--- src/rtl/spi_pkg.sv ---
// rtl/spi_pkg.sv - shared SPI controller FSM encoding, port indices and default timing
package spi_pkg;

  localparam logic [2:0] ST_IDLE  = 3'd0;
  localparam logic [2:0] ST_ARB   = 3'd1;
  localparam logic [2:0] ST_SETUP = 3'd2;
  localparam logic [2:0] ST_READY = 3'd3;
  localparam logic [2:0] ST_LOAD  = 3'd4;
  localparam logic [2:0] ST_SHIFT = 3'd5;
  localparam logic [2:0] ST_DONE  = 3'd6;
  localparam logic [2:0] ST_HOLD  = 3'd7;

  localparam logic PORT0 = 1'b0;
  localparam logic PORT1 = 1'b1;

  localparam int DIV_DEF      = 4;
  localparam int CS_SETUP_DEF = 2;
  localparam int CS_HOLD_DEF  = 2;

  // Round-robin winner: on contention the port not granted last time wins.
  function automatic logic rr_pick(input logic [1:0] req, input logic last);
    if (req == 2'b11) return ~last;
    return req[1];
  endfunction

endpackage

--- src/rtl/spi_xfer_ctrl_if.sv ---
// rtl/spi_xfer_ctrl_if.sv - requester-side bus of the two-port SPI transaction controller
interface spi_xfer_ctrl_if;
  logic [1:0] req_cs;
  logic [1:0] req_wr;
  logic [7:0] req_d0;
  logic [7:0] req_d1;
  logic [1:0] grant;
  logic [1:0] ack;
  logic [7:0] rdata;
  logic       busy;
  logic       timeout;

  modport master (
    output req_cs, req_wr, req_d0, req_d1,
    input  grant, ack, rdata, busy, timeout
  );

  modport slave (
    input  req_cs, req_wr, req_d0, req_d1,
    output grant, ack, rdata, busy, timeout
  );
endinterface

--- src/rtl/spi_clk_div.sv ---
// rtl/spi_clk_div.sv - SPI shift-clock divider with a one-clock falling-edge strobe
module spi_clk_div (
  input  logic       clock,
  input  logic       reset,
  input  logic       i_enable,
  input  logic [7:0] i_tc,
  output logic       o_sh_clk,
  output logic       o_fall_stb
);
  logic [7:0] r_cnt;
  logic       r_sh_clk;
  logic       r_fall_stb;

  always_ff @(posedge clock or posedge reset) begin
    if (reset) begin
      r_cnt      <= 8'd0;
      r_sh_clk   <= 1'b0;
      r_fall_stb <= 1'b0;
    end else if (!i_enable) begin
      r_cnt      <= 8'd0;
      r_sh_clk   <= 1'b0;
      r_fall_stb <= 1'b0;
    end else if (r_cnt == i_tc) begin
      r_cnt      <= 8'd0;
      r_sh_clk   <= ~r_sh_clk;
      r_fall_stb <= r_sh_clk;
    end else begin
      r_cnt      <= r_cnt + 8'd1;
      r_fall_stb <= 1'b0;
    end
  end

  assign o_sh_clk   = r_sh_clk;
  assign o_fall_stb = r_fall_stb;
endmodule

--- src/rtl/spi_xfer_ctrl.sv ---
// rtl/spi_xfer_ctrl.sv - two-port SPI transaction controller: arbitration, CS timing, byte sequencing
// Optional idle-ownership timeout is built when SPI_XFER_TIMEOUT_EN is defined.
module spi_xfer_ctrl
  import spi_pkg::*;
#(
  parameter int DIV      = DIV_DEF,
  parameter int CS_SETUP = CS_SETUP_DEF,
  parameter int CS_HOLD  = CS_HOLD_DEF,
  parameter int TIMEOUT  = 65535
) (
  input  logic           clock,
  input  logic           reset,
  spi_xfer_ctrl_if.slave bus,
  output logic           sh_clk,
  output logic           sh_load,
  output logic [7:0]     sh_d,
  input  logic [7:0]     sh_q,
  output logic           spi_cs_n
);
  localparam logic [7:0]  DIV_TC   = 8'(DIV - 1);
  localparam logic [7:0]  SETUP_TC = 8'(CS_SETUP - 1);
  localparam logic [7:0]  HOLD_TC  = 8'(CS_HOLD - 1);
  localparam logic [15:0] TO_TC    = 16'(TIMEOUT - 1);

  logic [2:0] r_state;
  logic [7:0] r_cnt;
  logic [2:0] r_bit;
  logic       r_owner;
  logic       r_last;
  logic [1:0] r_grant;
  logic [1:0] r_ack;
  logic [7:0] r_rdata;
  logic [7:0] r_sh_d;
  logic       r_load;
  logic       r_cs_n;
  logic [1:0] w_req;
  logic       w_pick;
  logic       w_wr;
  logic       w_fall_stb;
  logic       w_div_en;
  logic       w_to_hit;

  assign w_div_en = (r_state == ST_LOAD) || (r_state == ST_SHIFT);
  assign w_wr     = bus.req_wr[r_owner];
  assign w_pick   = rr_pick(w_req, r_last);

  spi_clk_div u_clk_div (
    .clock      (clock),
    .reset      (reset),
    .i_enable   (w_div_en),
    .i_tc       (DIV_TC),
    .o_sh_clk   (sh_clk),
    .o_fall_stb (w_fall_stb)
  );

`ifdef SPI_XFER_TIMEOUT_EN
  logic [15:0] r_to_cnt;
  logic [1:0]  r_block;
  logic        r_timeout;

  // A timed-out port stays masked from arbitration until it drops req_cs.
  assign w_req    = bus.req_cs & ~r_block;
  assign w_to_hit = (r_state == ST_READY) && (r_to_cnt == TO_TC) && !w_wr;

  always_ff @(posedge clock or posedge reset) begin
    if (reset) begin
      r_to_cnt  <= 16'd0;
      r_block   <= 2'b00;
      r_timeout <= 1'b0;
    end else begin
      r_to_cnt <= (r_state == ST_READY) ? r_to_cnt + 16'd1 : 16'd0;
      if (w_to_hit) begin
        r_timeout <= 1'b1;
        r_block   <= (r_block | r_grant) & bus.req_cs;
      end else begin
        r_block   <= r_block & bus.req_cs;
      end
    end
  end

  assign bus.timeout = r_timeout;
`else
  logic w_unused_to;

  assign w_req       = bus.req_cs;
  assign w_to_hit    = 1'b0;
  assign w_unused_to = |TO_TC;
  assign bus.timeout = 1'b0;
`endif

  always_ff @(posedge clock or posedge reset) begin
    if (reset) begin
      r_state <= ST_IDLE;
      r_cnt   <= 8'd0;
      r_bit   <= 3'd0;
      r_owner <= PORT0;
      r_last  <= PORT1;
      r_grant <= 2'b00;
      r_ack   <= 2'b00;
      r_rdata <= 8'd0;
      r_sh_d  <= 8'd0;
      r_load  <= 1'b0;
      r_cs_n  <= 1'b1;
    end else begin
      r_ack <= 2'b00;
      case (r_state)
        ST_IDLE: if (|w_req) r_state <= ST_ARB;
        ST_ARB: begin
          if (|w_req) begin
            r_owner <= w_pick;
            r_last  <= w_pick;
            r_grant <= (w_pick == PORT1) ? 2'b10 : 2'b01;
            r_cs_n  <= 1'b0;
            r_cnt   <= 8'd0;
            r_state <= ST_SETUP;
          end else begin
            r_state <= ST_IDLE;
          end
        end
        ST_SETUP: begin
          if (r_cnt == SETUP_TC) begin
            r_cnt   <= 8'd0;
            r_state <= ST_READY;
          end else begin
            r_cnt <= r_cnt + 8'd1;
          end
        end
        // A write in the same clock as the owner's release still goes out.
        ST_READY: begin
          if (w_wr) begin
            r_sh_d  <= r_owner ? bus.req_d1 : bus.req_d0;
            r_load  <= 1'b1;
            r_state <= ST_LOAD;
          end else if (!bus.req_cs[r_owner] || w_to_hit) begin
            r_cnt   <= 8'd0;
            r_state <= ST_HOLD;
          end
        end
        ST_LOAD: begin
          if (w_fall_stb) begin
            r_load  <= 1'b0;
            r_bit   <= 3'd0;
            r_state <= ST_SHIFT;
          end
        end
        ST_SHIFT: begin
          if (w_fall_stb) begin
            if (r_bit == 3'd7) r_state <= ST_DONE;
            else               r_bit   <= r_bit + 3'd1;
          end
        end
        ST_DONE: begin
          r_rdata <= sh_q;
          r_ack   <= r_grant;
          r_state <= ST_READY;
        end
        ST_HOLD: begin
          if (r_cnt == HOLD_TC) begin
            r_cnt   <= 8'd0;
            r_cs_n  <= 1'b1;
            r_grant <= 2'b00;
            r_state <= ST_IDLE;
          end else begin
            r_cnt <= r_cnt + 8'd1;
          end
        end
        default: r_state <= ST_IDLE;
      endcase
    end
  end

  assign bus.grant = r_grant;
  assign bus.ack   = r_ack;
  assign bus.rdata = r_rdata;
  assign bus.busy  = (r_state != ST_IDLE) && (r_state != ST_READY);
  assign sh_load   = r_load;
  assign sh_d      = r_sh_d;
  assign spi_cs_n  = r_cs_n;
endmodule

--- src/flat_wrapper.sv ---
// flat-port wrapper written by rule: the top's interface ports become plain ports
module spi_xfer_ctrl_flat import spi_pkg::*;
#(
  parameter int DIV      = DIV_DEF,
  parameter int CS_SETUP = CS_SETUP_DEF,
  parameter int CS_HOLD  = CS_HOLD_DEF,
  parameter int TIMEOUT  = 65535
)
  (clock, reset, sh_clk, sh_load, sh_d, sh_q, spi_cs_n, bus_req_cs, bus_req_wr, bus_req_d0, bus_req_d1, bus_grant, bus_ack, bus_rdata, bus_busy, bus_timeout);
  spi_xfer_ctrl_if bus_i ();
  input  logic clock;
  input  logic reset;
  output logic sh_clk;
  output logic sh_load;
  output logic [7:0] sh_d;
  input  logic [7:0] sh_q;
  output logic spi_cs_n;
  input wire logic [$bits(bus_i.req_cs)-1:0] bus_req_cs;
  input wire logic [$bits(bus_i.req_wr)-1:0] bus_req_wr;
  input wire logic [$bits(bus_i.req_d0)-1:0] bus_req_d0;
  input wire logic [$bits(bus_i.req_d1)-1:0] bus_req_d1;
  output wire logic [$bits(bus_i.grant)-1:0] bus_grant;
  output wire logic [$bits(bus_i.ack)-1:0] bus_ack;
  output wire logic [$bits(bus_i.rdata)-1:0] bus_rdata;
  output wire logic [$bits(bus_i.busy)-1:0] bus_busy;
  output wire logic [$bits(bus_i.timeout)-1:0] bus_timeout;
  assign bus_i.req_cs = bus_req_cs;
  assign bus_i.req_wr = bus_req_wr;
  assign bus_i.req_d0 = bus_req_d0;
  assign bus_i.req_d1 = bus_req_d1;
  assign bus_grant = bus_i.grant;
  assign bus_ack = bus_i.ack;
  assign bus_rdata = bus_i.rdata;
  assign bus_busy = bus_i.busy;
  assign bus_timeout = bus_i.timeout;
  spi_xfer_ctrl #(.DIV(DIV), .CS_SETUP(CS_SETUP), .CS_HOLD(CS_HOLD), .TIMEOUT(TIMEOUT)) u_core (.clock(clock), .reset(reset), .bus(bus_i), .sh_clk(sh_clk), .sh_load(sh_load), .sh_d(sh_d), .sh_q(sh_q), .spi_cs_n(spi_cs_n));
endmodule
--- config.mk ---
export PLATFORM = sky130hd
export DESIGN_NAME = spi_xfer_ctrl_flat
export DESIGN_NICKNAME = d
export VERILOG_FILES = /design/src/rtl/spi_pkg.sv /design/src/rtl/spi_xfer_ctrl_if.sv /design/src/rtl/spi_clk_div.sv /design/src/rtl/spi_xfer_ctrl.sv /design/src/flat_wrapper.sv
export SDC_FILE = /design/constraint.sdc
export NUM_CORES = 1
export LEC_CHECK = 0
export ABC_CLOCK_PERIOD_IN_PS = 2600
export CAP_MARGIN = 20
export CORE_MARGIN = 2
export CORE_UTILIZATION = 49
export DETAILED_ROUTE_END_ITERATION = 10
export GPL_TIMING_DRIVEN = 1
export PLACE_DENSITY = 0.86
export SLEW_MARGIN = 20
export SYNTH_ARGS = -nofsm -noshare
export SYNTH_HDL_FRONTEND = slang
export SYNTH_SLANG_ARGS = --single-unit
--- constraint.sdc ---
create_clock -name clock -period 2.6 [get_ports clock]
set_input_delay 0.26 -clock clock [delete_from_list [all_inputs] [get_ports clock]]
set_output_delay 0.26 -clock clock [all_outputs]
set_load 0.01 [all_outputs]
==> summary.txt <==
Finish
  • Layout cell share with drive strength beyond 1: 12.2%
  • Number of nets in the layout: ~310
  • Fill count: 371
  • Area delta synth->final: 28.8%
  • Number of diodes: 0
  • Post-route insts no fill: 332

Synthesis
  • Distinct cells, synth: between 40 and 50
  • Synth cell count leaders: dfrtp_1 (46), nor2_1 (27), a21oi_1 (17)
  • Post-synth EDFFs: 0
  • Area contributors post-synth: dfrtp_1 (50%), mux2_2 (4.9%), nor2_1 (4.4%)
  • Asr flop ratio synth: 100%
  • Cell with the most instances after synthesis: dfrtp_1
  • Count of state elements after synthesis: 48
  • Avg Inst Size Synth: 10.5 µm²
  • Cell area after synthesis: between 2000 and 2500 µm²
  • Sequential cell area fraction in the yosys report: approximately half
  • Yosys warnings: 0
  • Cell count after synthesis: between 200 and 250
  • Syn nets: 256
  • Main synth FF type: dfrtp_1
  • Post-synth top area share: approximately half
  • Leading area contributor after synthesis: dfrtp_1

CTS
  • Root Driver: clkbuf_8
  • Clk sinks: between 40 and 50
  • Clock-pin slew on the worst setup and hold paths: 80 ps
  • H-tree depth: 2
  • CTS tree: done
  • Worst-Skew Late Latency: about 300 ps
  • Post-cts repair resize count: 0
  • CTS buffer count: 5
  • Post-CTS Setup Repair Bufs: 0
  • Cts hold-fix bufs: 0
  • Clock buffer depth: 2

Detailed routing
  • Iteration-0 DRC Markers: between 70 and 80
  • DR pass1 iterations: 4
  • Routed vias/inst: between 5 and 6
  • Avg WL per Cell: between 10 and 15 µm
  • Routed wire length: between 4000 and 5000 µm
  • Routed via count: about 1800
  • Drt drc: 0
  • Post-route ant nets: 0

Worst setup path
  • CP startpoint: u_core.r_state[0]
  • Worst R2R End: u_core.u_clk_div.r_cnt[6]
  • WP data required: approximately 2300 ps
  • Flop-to-flop setup slack: roughly 560 ps
  • Crit-path slowest cell: dfrtp_1
  • WP data arrival: 1810 ps
  • Worst r2r src: u_core.u_clk_div.r_cnt[0]
  • Critical Path End: bus_busy
  • Crit Path Max Fanout: 15
  • Worst setup SP type: flop
  • Critical Path Sink Type: output port
  • Worst Setup Path Type: flop to output port
  • CP cell instances: nand2b_1 > nand3_1 > clkdlybuf4s50_1
  • CP peak stage delay: between 600 and 700 ps
  • FF-to-FF path depth: 5

Floorplanning
  • Top Ports: 55
  • Row cnt: 25
  • Die H: between 70 and 80 µm
  • Core ar.: 4630 µm²
  • Overall die area: between 5000 and 6000 µm²
  • Initial core utilization: roughly 50%
  • Chip width: between 70 and 80 µm

Timing
  • Slew @ Worst Pin: about 500 ps
  • Final worst path period need: between 2000 and 2500 ps
  • Final setup fails: 0
  • Fmax achieved: 484 MHz
  • Final Skew: 2.31 ps
  • Worst slew margin: between 60% and 70%
  • Final cycle utilization of the critical path: between 70% and 80%
  • Fin worst setup slack: between 500 and 600 ps
  • Final TNS setup: 0 ps
  • RSZ-0062 raised after global routing: no
  • Final slew viol count: 0
  • Final hold violation count: 0

Placed design
  • # port buffers: 53
  • Final Wtd Congestion: 0.811
  • Post-place setup slack: 560 ps
  • Post-DP HPWL: around 3300 µm
  • Inst Count DP: between 300 and 400

GRT
  • Global route hottest layer: met2
  • First-pass GRT wire length: 7510 µm
  • Vias in the first global route: about 1700
  • GRT Util Overall: between 10% and 20%
  • GRT overflow: 0
  • M1 GR Usage: 23.3%
  • GRT met2 Usage: about 30%
  • Largest net degree at the start of global routing: 19
  • Initial antenna violation count: 0
  • Met3 Track Usage GR: roughly 3.6%

Run status
  • Status: completed

Power
  • Max IR drop VDD: 0.000517 V
  • Clk pwr share: 14.8%
  • PD cells: between 1000 and 1500 nW/µm²
  • Gate power share: a little under half
  • NetSw: around 0.0011 W
  • Static Leak: between 1 and 1.5 nW
  • Sequential Power Share: between 40 and 50%
  • Pint: between 0.0015 and 0.002 W
  • Sw Share: 36.6%

Job
  • Max cap viols: 0

Hold path
  • Worst hold path class: input pin to asynchronous set/reset pin
-- power by group through the flow --
stage | clock, W | combinational, W | sequential [W]
global route | 0.000493 | 0.00155 | 0.00128
detailed placement | 0 | 0.00140 | 0.00125
floorplan | 0 | 0.000894 | 0.00124
finish | 0.000457 | 0.00139 | 0.00124
global placement | 0 | 0.00136 | 0.00124
CTS | 0.000469 | 0.00141 | 0.00124
-- registers in the layout (all words and copies together) (netlist names) --
| name | cells |
|---|---|
| u_core.r_bit | 3 |
| u_core.r_state | 3 |
| u_core.bus.rdata | 8 |
| u_core.sh_load | 1 |
| u_core.spi_cs_n | 1 |
| u_core.r_last | 1 |
| u_core.u_clk_div.o_fall_stb | 1 |
| u_core.r_cnt | 8 |
| u_core.u_clk_div.r_cnt | 8 |
| u_core.r_owner | 1 |
| u_core.u_clk_div.o_sh_clk | 1 |
| u_core.bus.ack | 2 |
| u_core.sh_d | 8 |
| u_core.bus.grant | 2 |
-- worst min path at each step --
stage                                endpoint  slack [ps]  cells past startpoint             from
final                     u_core.bus.rdata[1]         240                      2            reset
after global routing      u_core.bus.rdata[1]         270                      2            reset
after CTS                 u_core.bus.rdata[7]         240                      2            reset
after detailed placement      u_core.r_cnt[7]         470                      1  u_core.r_cnt[7]
after global placement        u_core.r_cnt[7]         470                      1  u_core.r_cnt[7]
after floorplan                 u_core.r_last         320                      1    bus_req_cs[0]
-- cells in the final DEF, fill, tap and decap left out, types with 5 or more instances in the layout --
| cell type | netlist | layout |
|---|---|---|
| o21ai_0 | 10 | 10 |
| nand3_1 | 14 | 14 |
| mux2_2 | 10 | 10 |
| a21oi_1 | 17 | 17 |
| nor2_1 | 27 | 27 |
| ha_1 | 5 | 5 |
| mux2i_1 | 10 | 10 |
| clkbuf_8 | 0 | 6 |
| nand2b_1 | 5 | 5 |
| nand2_1 | 13 | 13 |
| buf_4 | 1 | 5 |
| dfrtp_1 | 46 | 46 |
| clkdlybuf4s50_1 | 0 | 53 |
| xor2_1 | 5 | 5 |
-- cells by family after synthesis --
kind of cell | share of synthesized area [%]
flip-flops | 52.0
buffers and inverters | 3.51
multiplexers | 9.18
adder cells (fa/ha/maj) | 2.70
AND/OR/NAND/NOR | 18.3
AO/OA/AOI/OAI | 11.1
other | 0.162
XOR/XNOR | 3.03
-- worst max-delay path, delay by kind of cell (launching register included) --
family | cells | cell delay [ps]
simple gates | 2 | 340
buf+inv | 1 | 540
flops | 1 | 620
-- stage by stage --
| stage | hold slack (ps) | cell area (µm²) | power (W) | util, % |
|---|---|---|---|---|
| after floorplan | 323 | 2320 | 0.00214 | - |
| after global placement | 467 | 2890 | 0.00260 | 62.4 |
| after detailed placement | 473 | 2890 | 0.00265 | 62.4 |
| after CTS | 239 | 2980 | 0.00312 | 64.5 |
| after global routing | 274 | 2980 | 0.00333 | 64.5 |
| final | 237 | 2980 | 0.00310 | 64.5 |
-- routing by layer --
metal | vias up | part of all wire (%)
met5 | - | 0
met4 | 0 | 1.5
met3 | 8 | 6.8
met2 | 58 | 49
met1 | 852 | 43
li1 | 888 | -
-- final cells by class --
class                   instances  area [µm²]  area share, %
clock buffers                   7        86.3           2.89
clock inverters                 1        7.51          0.252
inverters                       4        15.0          0.503
multi-input cells             160        1040           34.7
flip-flops and latches         48        1200           40.3
well taps                      54        67.6           2.26
repair buffers                 58         568           19.0
No activity file was read; power rests on OpenSTA's default activity.
